File: src/rtl/rdmap_pkg.sv
// rdmap_pkg: definitions shared by the RDMAP header dispatch block.
// Contents:
//   - default field widths and field positions of the header
//   - opcode constants for the header control byte
//   - opcode class enum, plus a decode helper used by the dispatcher
//   - state enum for the send-counter sweep FSM
package rdmap_pkg;

  localparam int TID_W_DEF   = 8;
  localparam int CNT_W_DEF   = 3;
  localparam int HDR_W_DEF   = 56;
  localparam int QNUM_W_DEF  = 16;
  localparam int TID_LSB_DEF = 48;

  localparam logic [7:0] OP_SEND    = 8'h00;
  localparam logic [7:0] OP_REQ     = 8'h03;
  localparam logic [7:0] OP_RD_DONE = 8'h04;
  localparam logic [7:0] OP_WR_DONE = 8'h06;
  localparam logic [7:0] OP_ACK     = 8'h07;

  typedef enum logic [2:0] {
    OPK_SEND    = 3'd0,
    OPK_REQ     = 3'd1,
    OPK_ACK     = 3'd2,
    OPK_WR_DONE = 3'd3,
    OPK_RD_DONE = 3'd4,
    OPK_UNKNOWN = 3'd5
  } opKind_e;

  typedef enum logic {
    ST_INIT = 1'b0,
    ST_RUN  = 1'b1
  } ctrState_e;

  // Map the raw control byte onto an opcode class; anything unlisted is unknown.
  function automatic opKind_e decodeOp(input logic [7:0] op);
    opKind_e kind;
    case (op)
      OP_SEND:    kind = OPK_SEND;
      OP_REQ:     kind = OPK_REQ;
      OP_ACK:     kind = OPK_ACK;
      OP_WR_DONE: kind = OPK_WR_DONE;
      OP_RD_DONE: kind = OPK_RD_DONE;
      default:    kind = OPK_UNKNOWN;
    endcase
    return kind;
  endfunction

endpackage

File: src/rtl/rdmap_ram_2p.sv
// rdmap_ram_2p: generic simple dual-port RAM, one write port, one read port.
// The read has one cycle of latency. WRITE_FIRST selects what a read returns
// when it hits the address being written in the same cycle: the new data (1)
// or the old contents (0).
// Ports:
//   clock          - sole clock
//   wrEn/wrAddr/wrData - write port
//   rdEn/rdAddr    - read request; rdData is valid the cycle after rdEn
module rdmap_ram_2p #(
  parameter int ADDR_W      = 8,
  parameter int DATA_W      = 8,
  parameter bit WRITE_FIRST = 1'b0
) (
  input  logic              clock,
  input  logic              wrEn,
  input  logic [ADDR_W-1:0] wrAddr,
  input  logic [DATA_W-1:0] wrData,
  input  logic              rdEn,
  input  logic [ADDR_W-1:0] rdAddr,
  output logic [DATA_W-1:0] rdData
);

  localparam int DEPTH = 1 << ADDR_W;

  logic [DATA_W-1:0] mem [DEPTH];

  // Storage array write.
  always_ff @(posedge clock) begin
    if (wrEn) begin
      mem[wrAddr] <= wrData;
    end
  end

  // Registered read, with optional forwarding of a colliding write.
  always_ff @(posedge clock) begin
    if (rdEn) begin
      if (WRITE_FIRST && wrEn && (wrAddr == rdAddr)) begin
        rdData <= wrData;
      end else begin
        rdData <= mem[rdAddr];
      end
    end
  end

endmodule

File: src/rtl/rdmap_send_counter.sv
// rdmap_send_counter: per-TID count of SEND packets seen for the current message.
// After reset the whole table is swept to zero (INIT), then the block runs.
// A SEND accepted in cycle N reads the table; in cycle N+1 the stored count is
// incremented, compared with the expected count (0 means 1) and either written
// back or cleared on end-of-message. The table read is read-first, so a write
// in N+1 to the TID read in that same cycle is forwarded from a bypass register.
// Ports:
//   clock, reset          - clock, synchronous active-low reset
//   sendValid, sendTid    - SEND accepted this cycle and its TID
//   expCnt                - expected packet count, valid the cycle after sendValid
//   initDone              - sweep finished, block in RUN
//   eopValid, eopTid      - message-complete pulse and TID
module rdmap_send_counter
  import rdmap_pkg::*;
#(
  parameter int TID_W = TID_W_DEF,
  parameter int CNT_W = CNT_W_DEF
) (
  input  logic             clock,
  input  logic             reset,
  input  logic             sendValid,
  input  logic [TID_W-1:0] sendTid,
  input  logic [CNT_W-1:0] expCnt,
  output logic             initDone,
  output logic             eopValid,
  output logic [TID_W-1:0] eopTid
);

  localparam logic [CNT_W-1:0] CNT_ONE  = {{(CNT_W-1){1'b0}}, 1'b1};
  localparam logic [CNT_W-1:0] CNT_ZERO = {CNT_W{1'b0}};
  localparam logic [TID_W-1:0] TID_LAST = {TID_W{1'b1}};
  localparam logic [TID_W-1:0] TID_ZERO = {TID_W{1'b0}};

  ctrState_e        state_r;
  ctrState_e        stateNext_s;
  logic [TID_W-1:0] sweepAddr_r;
  logic             s1Valid_r;
  logic [TID_W-1:0] s1Tid_r;
  logic             byValid_r;
  logic [TID_W-1:0] byTid_r;
  logic [CNT_W-1:0] byData_r;
  logic [CNT_W-1:0] ramRdData_s;
  logic [CNT_W-1:0] stored_s;
  logic [CNT_W-1:0] sent_s;
  logic [CNT_W-1:0] expEff_s;
  logic [CNT_W-1:0] nextCnt_s;
  logic             eop_s;
  logic             ramWrEn_s;
  logic [TID_W-1:0] ramWrAddr_s;
  logic [CNT_W-1:0] ramWrData_s;

  // FSM state register.
  always_ff @(posedge clock) begin
    if (!reset) begin
      state_r <= ST_INIT;
    end else begin
      state_r <= stateNext_s;
    end
  end

  // Sweep address: walks every entry once while in INIT.
  always_ff @(posedge clock) begin
    if (!reset) begin
      sweepAddr_r <= TID_ZERO;
    end else if (state_r == ST_INIT) begin
      sweepAddr_r <= sweepAddr_r + {{(TID_W-1){1'b0}}, 1'b1};
    end
  end

  // Stage 1: remember which SEND is waiting for its table read.
  always_ff @(posedge clock) begin
    if (!reset) begin
      s1Valid_r <= 1'b0;
      s1Tid_r   <= TID_ZERO;
    end else begin
      s1Valid_r <= sendValid;
      s1Tid_r   <= sendTid;
    end
  end

  // Bypass register: copy of the write made in the same cycle as the next read.
  always_ff @(posedge clock) begin
    if (!reset) begin
      byValid_r <= 1'b0;
      byTid_r   <= TID_ZERO;
      byData_r  <= CNT_ZERO;
    end else begin
      byValid_r <= s1Valid_r;
      byTid_r   <= s1Tid_r;
      byData_r  <= ramWrData_s;
    end
  end

  // Count update: pick the freshest stored value and test for end of message.
  always_comb begin
    stored_s = ramRdData_s;
    if (byValid_r && (byTid_r == s1Tid_r)) begin
      stored_s = byData_r;
    end else begin
      stored_s = ramRdData_s;
    end
    sent_s    = stored_s + CNT_ONE;
    expEff_s  = (expCnt == CNT_ZERO) ? CNT_ONE : expCnt;
    eop_s     = (sent_s == expEff_s);
    nextCnt_s = eop_s ? CNT_ZERO : sent_s;
  end

  // Next state and table write port: sweep zeros in INIT, counts in RUN.
  always_comb begin
    stateNext_s = state_r;
    ramWrEn_s   = 1'b0;
    ramWrAddr_s = s1Tid_r;
    ramWrData_s = nextCnt_s;
    case (state_r)
      ST_INIT: begin
        ramWrEn_s   = 1'b1;
        ramWrAddr_s = sweepAddr_r;
        ramWrData_s = CNT_ZERO;
        if (sweepAddr_r == TID_LAST) begin
          stateNext_s = ST_RUN;
        end else begin
          stateNext_s = ST_INIT;
        end
      end
      ST_RUN: begin
        ramWrEn_s   = s1Valid_r;
        ramWrAddr_s = s1Tid_r;
        ramWrData_s = nextCnt_s;
        stateNext_s = ST_RUN;
      end
      default: begin
        stateNext_s = ST_INIT;
      end
    endcase
  end

  assign initDone = (state_r == ST_RUN);
  assign eopValid = s1Valid_r & eop_s & reset & (state_r == ST_RUN);
  assign eopTid   = s1Tid_r;

  rdmap_ram_2p #(
    .ADDR_W      (TID_W),
    .DATA_W      (CNT_W),
    .WRITE_FIRST (1'b0)
  ) uCountRam (
    .clock  (clock),
    .wrEn   (ramWrEn_s),
    .wrAddr (ramWrAddr_s),
    .wrData (ramWrData_s),
    .rdEn   (sendValid),
    .rdAddr (sendTid),
    .rdData (ramRdData_s)
  );

endmodule

File: src/rtl/rdmap_hdr_dispatch.sv
// rdmap_hdr_dispatch: decodes incoming RDMAP headers and routes them.
//   SEND    - SOP pushes the TID to the offload FIFO; every SEND updates the
//             per-TID packet count and may signal message complete.
//   REQ     - forwarded on the request path (reqValid/reqInfo).
//   ACK     - pushes {tid, queue} to the ack FIFO and records the queue number.
//   WR_DONE / RD_DONE - push the TID to the matching done FIFO.
//   unknown - dropped and counted (saturating).
// Nothing is accepted until the count-table sweep after reset has finished.
// Ports:
//   clock, reset (sync, active-low); hdr* header handshake; *Fifo* FIFO pushes
//   and full flags; req* request path; dataNumRd* expected-count table read;
//   queueNumRd* queue-table read; sendEop* message complete; initDone;
//   badOpcodeCnt.
module rdmap_hdr_dispatch
  import rdmap_pkg::*;
#(
  parameter int TID_W   = TID_W_DEF,
  parameter int CNT_W   = CNT_W_DEF,
  parameter int HDR_W   = HDR_W_DEF,
  parameter int QNUM_W  = QNUM_W_DEF,
  parameter int TID_LSB = TID_LSB_DEF
) (
  input  logic                    clock,
  input  logic                    reset,
  input  logic                    hdrValid,
  output logic                    hdrReady,
  input  logic [7:0]              hdrControl,
  input  logic [HDR_W-1:0]        hdrHeader,
  input  logic                    hdrIsSendSop,
  output logic                    ackFifoPush,
  output logic [TID_W+QNUM_W-1:0] ackFifoDataIn,
  input  logic                    ackFifoFull,
  output logic                    offloadFifoPush,
  output logic [TID_W-1:0]        offloadFifoDataIn,
  input  logic                    offloadFifoFull,
  output logic                    wrDoneFifoPush,
  output logic [TID_W-1:0]        wrDoneFifoDataIn,
  input  logic                    wrDoneFifoFull,
  output logic                    rdDoneFifoPush,
  output logic [TID_W-1:0]        rdDoneFifoDataIn,
  input  logic                    rdDoneFifoFull,
  output logic                    reqValid,
  input  logic                    reqReady,
  output logic [HDR_W-1:0]        reqInfo,
  output logic                    dataNumRd,
  output logic [TID_W-1:0]        dataNumRdAddr,
  input  logic [CNT_W-1:0]        dataNumRdData,
  input  logic                    queueNumRd,
  input  logic [TID_W-1:0]        queueNumRdAddr,
  output logic [QNUM_W-1:0]       queueNumRdData,
  output logic                    sendEopValid,
  output logic [TID_W-1:0]        sendEopTid,
  output logic                    initDone,
  output logic [15:0]             badOpcodeCnt
);

  logic [TID_W-1:0] tid_s;
  opKind_e          opKind_s;
  logic             ctrInitDone_s;
  logic             runEn_s;
  logic             hdrReady_s;
  logic             accept_s;
  logic             sendAccept_s;
  logic             ackAccept_s;
  logic [15:0]      badOpcodeCnt_r;

  assign tid_s    = hdrHeader[TID_LSB +: TID_W];
  assign opKind_s = decodeOp(hdrControl);

  // Reset is folded in so nothing is offered or pushed while it is held.
  assign runEn_s  = ctrInitDone_s & reset;
  assign initDone = runEn_s;

  // Ready: back-pressure only from the destination this opcode targets.
  always_comb begin
    hdrReady_s = 1'b0;
    if (runEn_s) begin
      case (opKind_s)
        OPK_SEND:    hdrReady_s = hdrIsSendSop ? ~offloadFifoFull : 1'b1;
        OPK_REQ:     hdrReady_s = reqReady;
        OPK_ACK:     hdrReady_s = ~ackFifoFull;
        OPK_WR_DONE: hdrReady_s = ~wrDoneFifoFull;
        OPK_RD_DONE: hdrReady_s = ~rdDoneFifoFull;
        default:     hdrReady_s = 1'b1;
      endcase
    end else begin
      hdrReady_s = 1'b0;
    end
  end

  assign hdrReady     = hdrReady_s;
  assign accept_s     = hdrValid & hdrReady_s;
  assign sendAccept_s = accept_s & (opKind_s == OPK_SEND);
  assign ackAccept_s  = accept_s & (opKind_s == OPK_ACK);

  assign ackFifoPush       = ackAccept_s;
  assign ackFifoDataIn     = {tid_s, hdrHeader[QNUM_W-1:0]};
  assign offloadFifoPush   = sendAccept_s & hdrIsSendSop;
  assign offloadFifoDataIn = tid_s;
  assign wrDoneFifoPush    = accept_s & (opKind_s == OPK_WR_DONE);
  assign wrDoneFifoDataIn  = tid_s;
  assign rdDoneFifoPush    = accept_s & (opKind_s == OPK_RD_DONE);
  assign rdDoneFifoDataIn  = tid_s;

  // The request path carries its own handshake; reqValid does not wait on reqReady.
  assign reqValid = hdrValid & (opKind_s == OPK_REQ) & runEn_s;
  assign reqInfo  = hdrHeader;

  assign dataNumRd     = sendAccept_s;
  assign dataNumRdAddr = tid_s;

  // Saturating count of dropped unknown-opcode headers.
  always_ff @(posedge clock) begin
    if (!reset) begin
      badOpcodeCnt_r <= 16'h0000;
    end else if (accept_s && (opKind_s == OPK_UNKNOWN) && (badOpcodeCnt_r != 16'hFFFF)) begin
      badOpcodeCnt_r <= badOpcodeCnt_r + 16'h0001;
    end
  end

  assign badOpcodeCnt = badOpcodeCnt_r;

  rdmap_send_counter #(
    .TID_W (TID_W),
    .CNT_W (CNT_W)
  ) uSendCounter (
    .clock     (clock),
    .reset     (reset),
    .sendValid (sendAccept_s),
    .sendTid   (tid_s),
    .expCnt    (dataNumRdData),
    .initDone  (ctrInitDone_s),
    .eopValid  (sendEopValid),
    .eopTid    (sendEopTid)
  );

  // Queue-number table: written by ACKs, read externally; a same-cycle
  // read of the TID being written returns the new queue number.
  rdmap_ram_2p #(
    .ADDR_W      (TID_W),
    .DATA_W      (QNUM_W),
    .WRITE_FIRST (1'b1)
  ) uQueueRam (
    .clock  (clock),
    .wrEn   (ackAccept_s),
    .wrAddr (tid_s),
    .wrData (hdrHeader[QNUM_W-1:0]),
    .rdEn   (queueNumRd),
    .rdAddr (queueNumRdAddr),
    .rdData (queueNumRdData)
  );

endmodule

File: config.mk
export PLATFORM = sky130hd
export DESIGN_NAME = rdmap_hdr_dispatch
export DESIGN_NICKNAME = d
export VERILOG_FILES = /design/src/rtl/rdmap_pkg.sv /design/src/rtl/rdmap_ram_2p.sv /design/src/rtl/rdmap_send_counter.sv /design/src/rtl/rdmap_hdr_dispatch.sv
export SDC_FILE = /design/constraint.sdc
export NUM_CORES = 2
export LEC_CHECK = 0
export CAP_MARGIN = 20
export CORE_UTILIZATION = 57
export DETAILED_ROUTE_END_ITERATION = 12
export GPL_TIMING_DRIVEN = 1
export HOLD_SLACK_MARGIN = 0.15
export PLACE_DENSITY = 0.73
export SLEW_MARGIN = 20
export SYNTH_ARGS = -nofsm -noshare
export SYNTH_HDL_FRONTEND = slang
export SYNTH_HIERARCHICAL = 1
export SYNTH_MEMORY_MAX_BITS = 65536
export SYNTH_SLANG_ARGS = --single-unit
File: constraint.sdc
create_clock -name clock -period 22.5 [get_ports clock]
set_clock_uncertainty 0.2 [all_clocks]
set_input_delay 3.375 -clock clock [delete_from_list [all_inputs] [get_ports clock]]
set_output_delay 3.375 -clock clock [all_outputs]
set_load 0.02 [all_outputs]
==> results.json <==
{
  "outcome": "finished clean",
  "io_buffer_count": 181,
  "layout.nets": 10000,
  "syn_nets": 9619,
  "synthArstFlopShare_pct": 0,
  "p_leak_nw": 67.4,
  "wl_met2_um": 234000,
  "first_global_vias": 100000,
  "rows": 213,
  "place.gp.congestion": 0.904,
  "cts_root_buffer": "clkbuf_16",
  "post_drt_wl_per_cell_um": 34.4,
  "grt_max_degree": 257,
  "synth_area_leaders": "edfxtp_1, mux4_2, mux2i_1",
  "drc": 0,
  "syn_inst": 9531,
  "max_slew_margin_pct": 18.1,
  "viasPerCell": 6.84,
  "fin_area_um2": 215000,
  "crit_fanout": 46,
  "final_common_cell": "edfxtp_1",
  "worst-setup-path-type": "in2out",
  "min_from": "uSendCounter/s1Valid_r$_SDFF_PN0_",
  "setup_ws_ns": 12.62,
  "yosysTopAreaCell": "edfxtp_1",
  "htreeDepth": 5,
  "required_ns": 18.93,
  "die_y_um": 583,
  "ys_ff_latch": 4929,
  "place_area_um2": 200000,
  "dr.max_layer_used": "met5",
  "track_usage_pct": 29.9,
  "grt_overflow_total": 0,
  "cp.arrival_ns": 6.30,
  "drive_above_1_share_pct": 21.9,
  "place_ws_ns": 12.32,
  "max-clock-path-buffers": 4,
  "worstSetupStartpointType": "input port",
  "ctsResizeCount": 0,
  "utilization_pct": 63.9,
  "clock_insertion_delay_worst_skew_ns": 1.01,
  "drt-initial-drc-count": 15300,
  "cp-end-kind": "output port",
  "fp.dieW_um": 583,
  "synth-edff-count": 4883,
  "worstReg2RegStart": "uSendCounter/initDone$_SDFF_PN0_",
  "area.growth.synth_to_final_pct": 11.5,
  "yosysWarnings": 6,
  "rsz0062_at_grt": "false",
  "ys.flop_type": "edfxtp_1",
  "cts_tree": "yes",
  "grt_pass1_wl_um": 723000,
  "clk_pin_slew_ns": 0.06,
  "syn_avg_cell_area_um2": 20.2,
  "synth-seq-area-share_pct": 76.6,
  "dr.pass1.iters": 9,
  "coreArea_um2": 336000,
  "syn-cell-area_um2": 193000,
  "start_util_pct": 57.3,
  "cap_violations": 0,
  "hold_class": "reg2reg",
  "met3WireLength_um": 67000,
  "startpoint": "reset",
  "cts_setup_buffers": 0,
  "setup_tns_ns": 0,
  "wirelength_um": 511000,
  "synthDistinctLibCells": 94,
  "fmax_mhz": 101,
  "setup_violations": 0,
  "hpwl_um": 297000,
  "hold_depth": 1,
  "met1_length_um": 182000,
  "antenna_found_initial": 41,
  "period_share_pct": 43.9,
  "cts-hold-fix-buffers": 0,
  "ant_nets": 0,
  "worst_pin_slew_ns": 1.22,
  "hold_viol_final": 0,
  "numCtsBuffers": 466,
  "final_max_slew_viol_count": 0,
  "p_per_area_nw_per_um2": 86.5,
  "final_cell_mix": "edfxtp_1, mux4_2, nor2_1",
  "yosysTopAreaCellShare_pct": 76.1,
  "reg2reg_depth": 8,
  "period_needed_ns": 9.88,
  "io-pin-count": 246,
  "vdd_drop_max_mv": 0.101,
  "die_area_um2": 340000,
  "cts.sinks": 4929,
  "vias": 102000
}
where the power goes:
| group | total [mW] | internal (mW) | leakage [nW] | switching, mW |
|---|---|---|---|---|
| Sequential | 10.1 | 10.1 | 44.2 | 0.00891 |
| Combinational | 0.912 | 0.294 | 16.1 | 0.618 |
| Clock | 7.60 | 4.23 | 7.16 | 3.36 |
| Total | 18.6 | 14.6 | 67.4 | 3.99 |
cells in the mapped netlist, drive strengths merged, types with 11 or more instances:
master / count
mux2i: 511
clkbuf: 305
a41oi: 15
and3: 19
inv: 16
edfxtp: 4883
nand4: 51
a221oi: 23
nor2b: 90
nand3: 116
o41ai: 11
buf: 392
o21ai: 55
a31oi: 17
mux4: 956
xnor2: 22
a22o: 11
dfxtp: 46
and2: 50
nand2b: 22
or4: 13
nand2: 206
o211ai: 12
nor2: 645
o31ai: 31
a211oi: 76
o221ai: 80
o22ai: 123
a22oi: 304
nor4: 27
mux2: 54
nor3: 61
a2111oi: 50
a21oi: 108
area by class of cell:
class	count	area [µm²]
antenna	17	42.5
clock buffer	570	12200
clock inverter	280	2490
fill	22000	122000
inverter	17	67.6
multi-input combinational	3888	41300
sequential	4929	148000
tap	4515	5650
timing repair buffer	638	5540
per-layer routing:
layer | track usage [%] | vias to the layer above
met3 | 7.70 | 1327
met4 | 13.8 | 32
met5 | 0 | -
li1 | - | 40200
met1 | 41.1 | 52600
met2 | 45.4 | 7382
registers in the layout, indices dropped and copies added, names as in the netlist:
| register | count |
|---|---|
| badOpcodeCnt | 16 |
| uQueueRam/rdData | 16 |
| uSendCounter/uCountRam/mem | 768 |
| uSendCounter/s1Valid_r | 1 |
| uSendCounter/uCountRam/rdData | 3 |
| uSendCounter/initDone | 1 |
| uSendCounter/sweepAddr_r | 8 |
| uQueueRam/mem | 4096 |
| uSendCounter/byData_r | 3 |
| uSendCounter/eopTid | 8 |
| uSendCounter/byValid_r | 1 |
| uSendCounter/byTid_r | 8 |
kinds of logic (layout without fill, tap and decap cells):
kind of cell | after synthesis | count (layout) | share of synthesized area (%)
flip-flops | 4929 | 4929 | 76.6
multiplexers | 1521 | 1521 | 14.2
AND/OR/NAND/NOR | 1343 | 1343 | 3.21
AO/OA/AOI/OAI | 997 | 997 | 3.78
buffers and inverters | 714 | 1505 | 2.12
XOR/XNOR | 24 | 24 | 0.116
adder cells (fa/ha/maj) | 3 | 3 | 0.0195
other | 0 | 17 | 0
critical path: stages:
cell             delay, ns
clkdlybuf4s50_1       0.45
buf_4                 0.35
and3_2                0.31
nor3b_1               0.34
nor4bb_2              0.63
and2_1                0.22
clkdlybuf4s50_1       0.60
final timing paths:
path	endpoint	slack, ns
worst min register to register	uSendCounter/byValid_r$_SDFF_PN0_	0.30
worst max register to register	uQueueRam/mem[40][8]$_DFFE_PP_	17.57
worst max-delay path	offloadFifoPush	12.62
worst min-delay path	uSendCounter/byValid_r$_SDFF_PN0_	0.30
per-stage QoR:
stage,hold slack (ns),power [mW],instances
finish,0.299,18.6,14900
global route,0.317,19.0,14800
CTS,0.297,18.6,14800
detailed placement,0.281,11.2,14000
global placement,0.282,11.1,14000
floorplan,0.236,10.8,9531
Note: power is estimated with default switching activity, not from simulation.
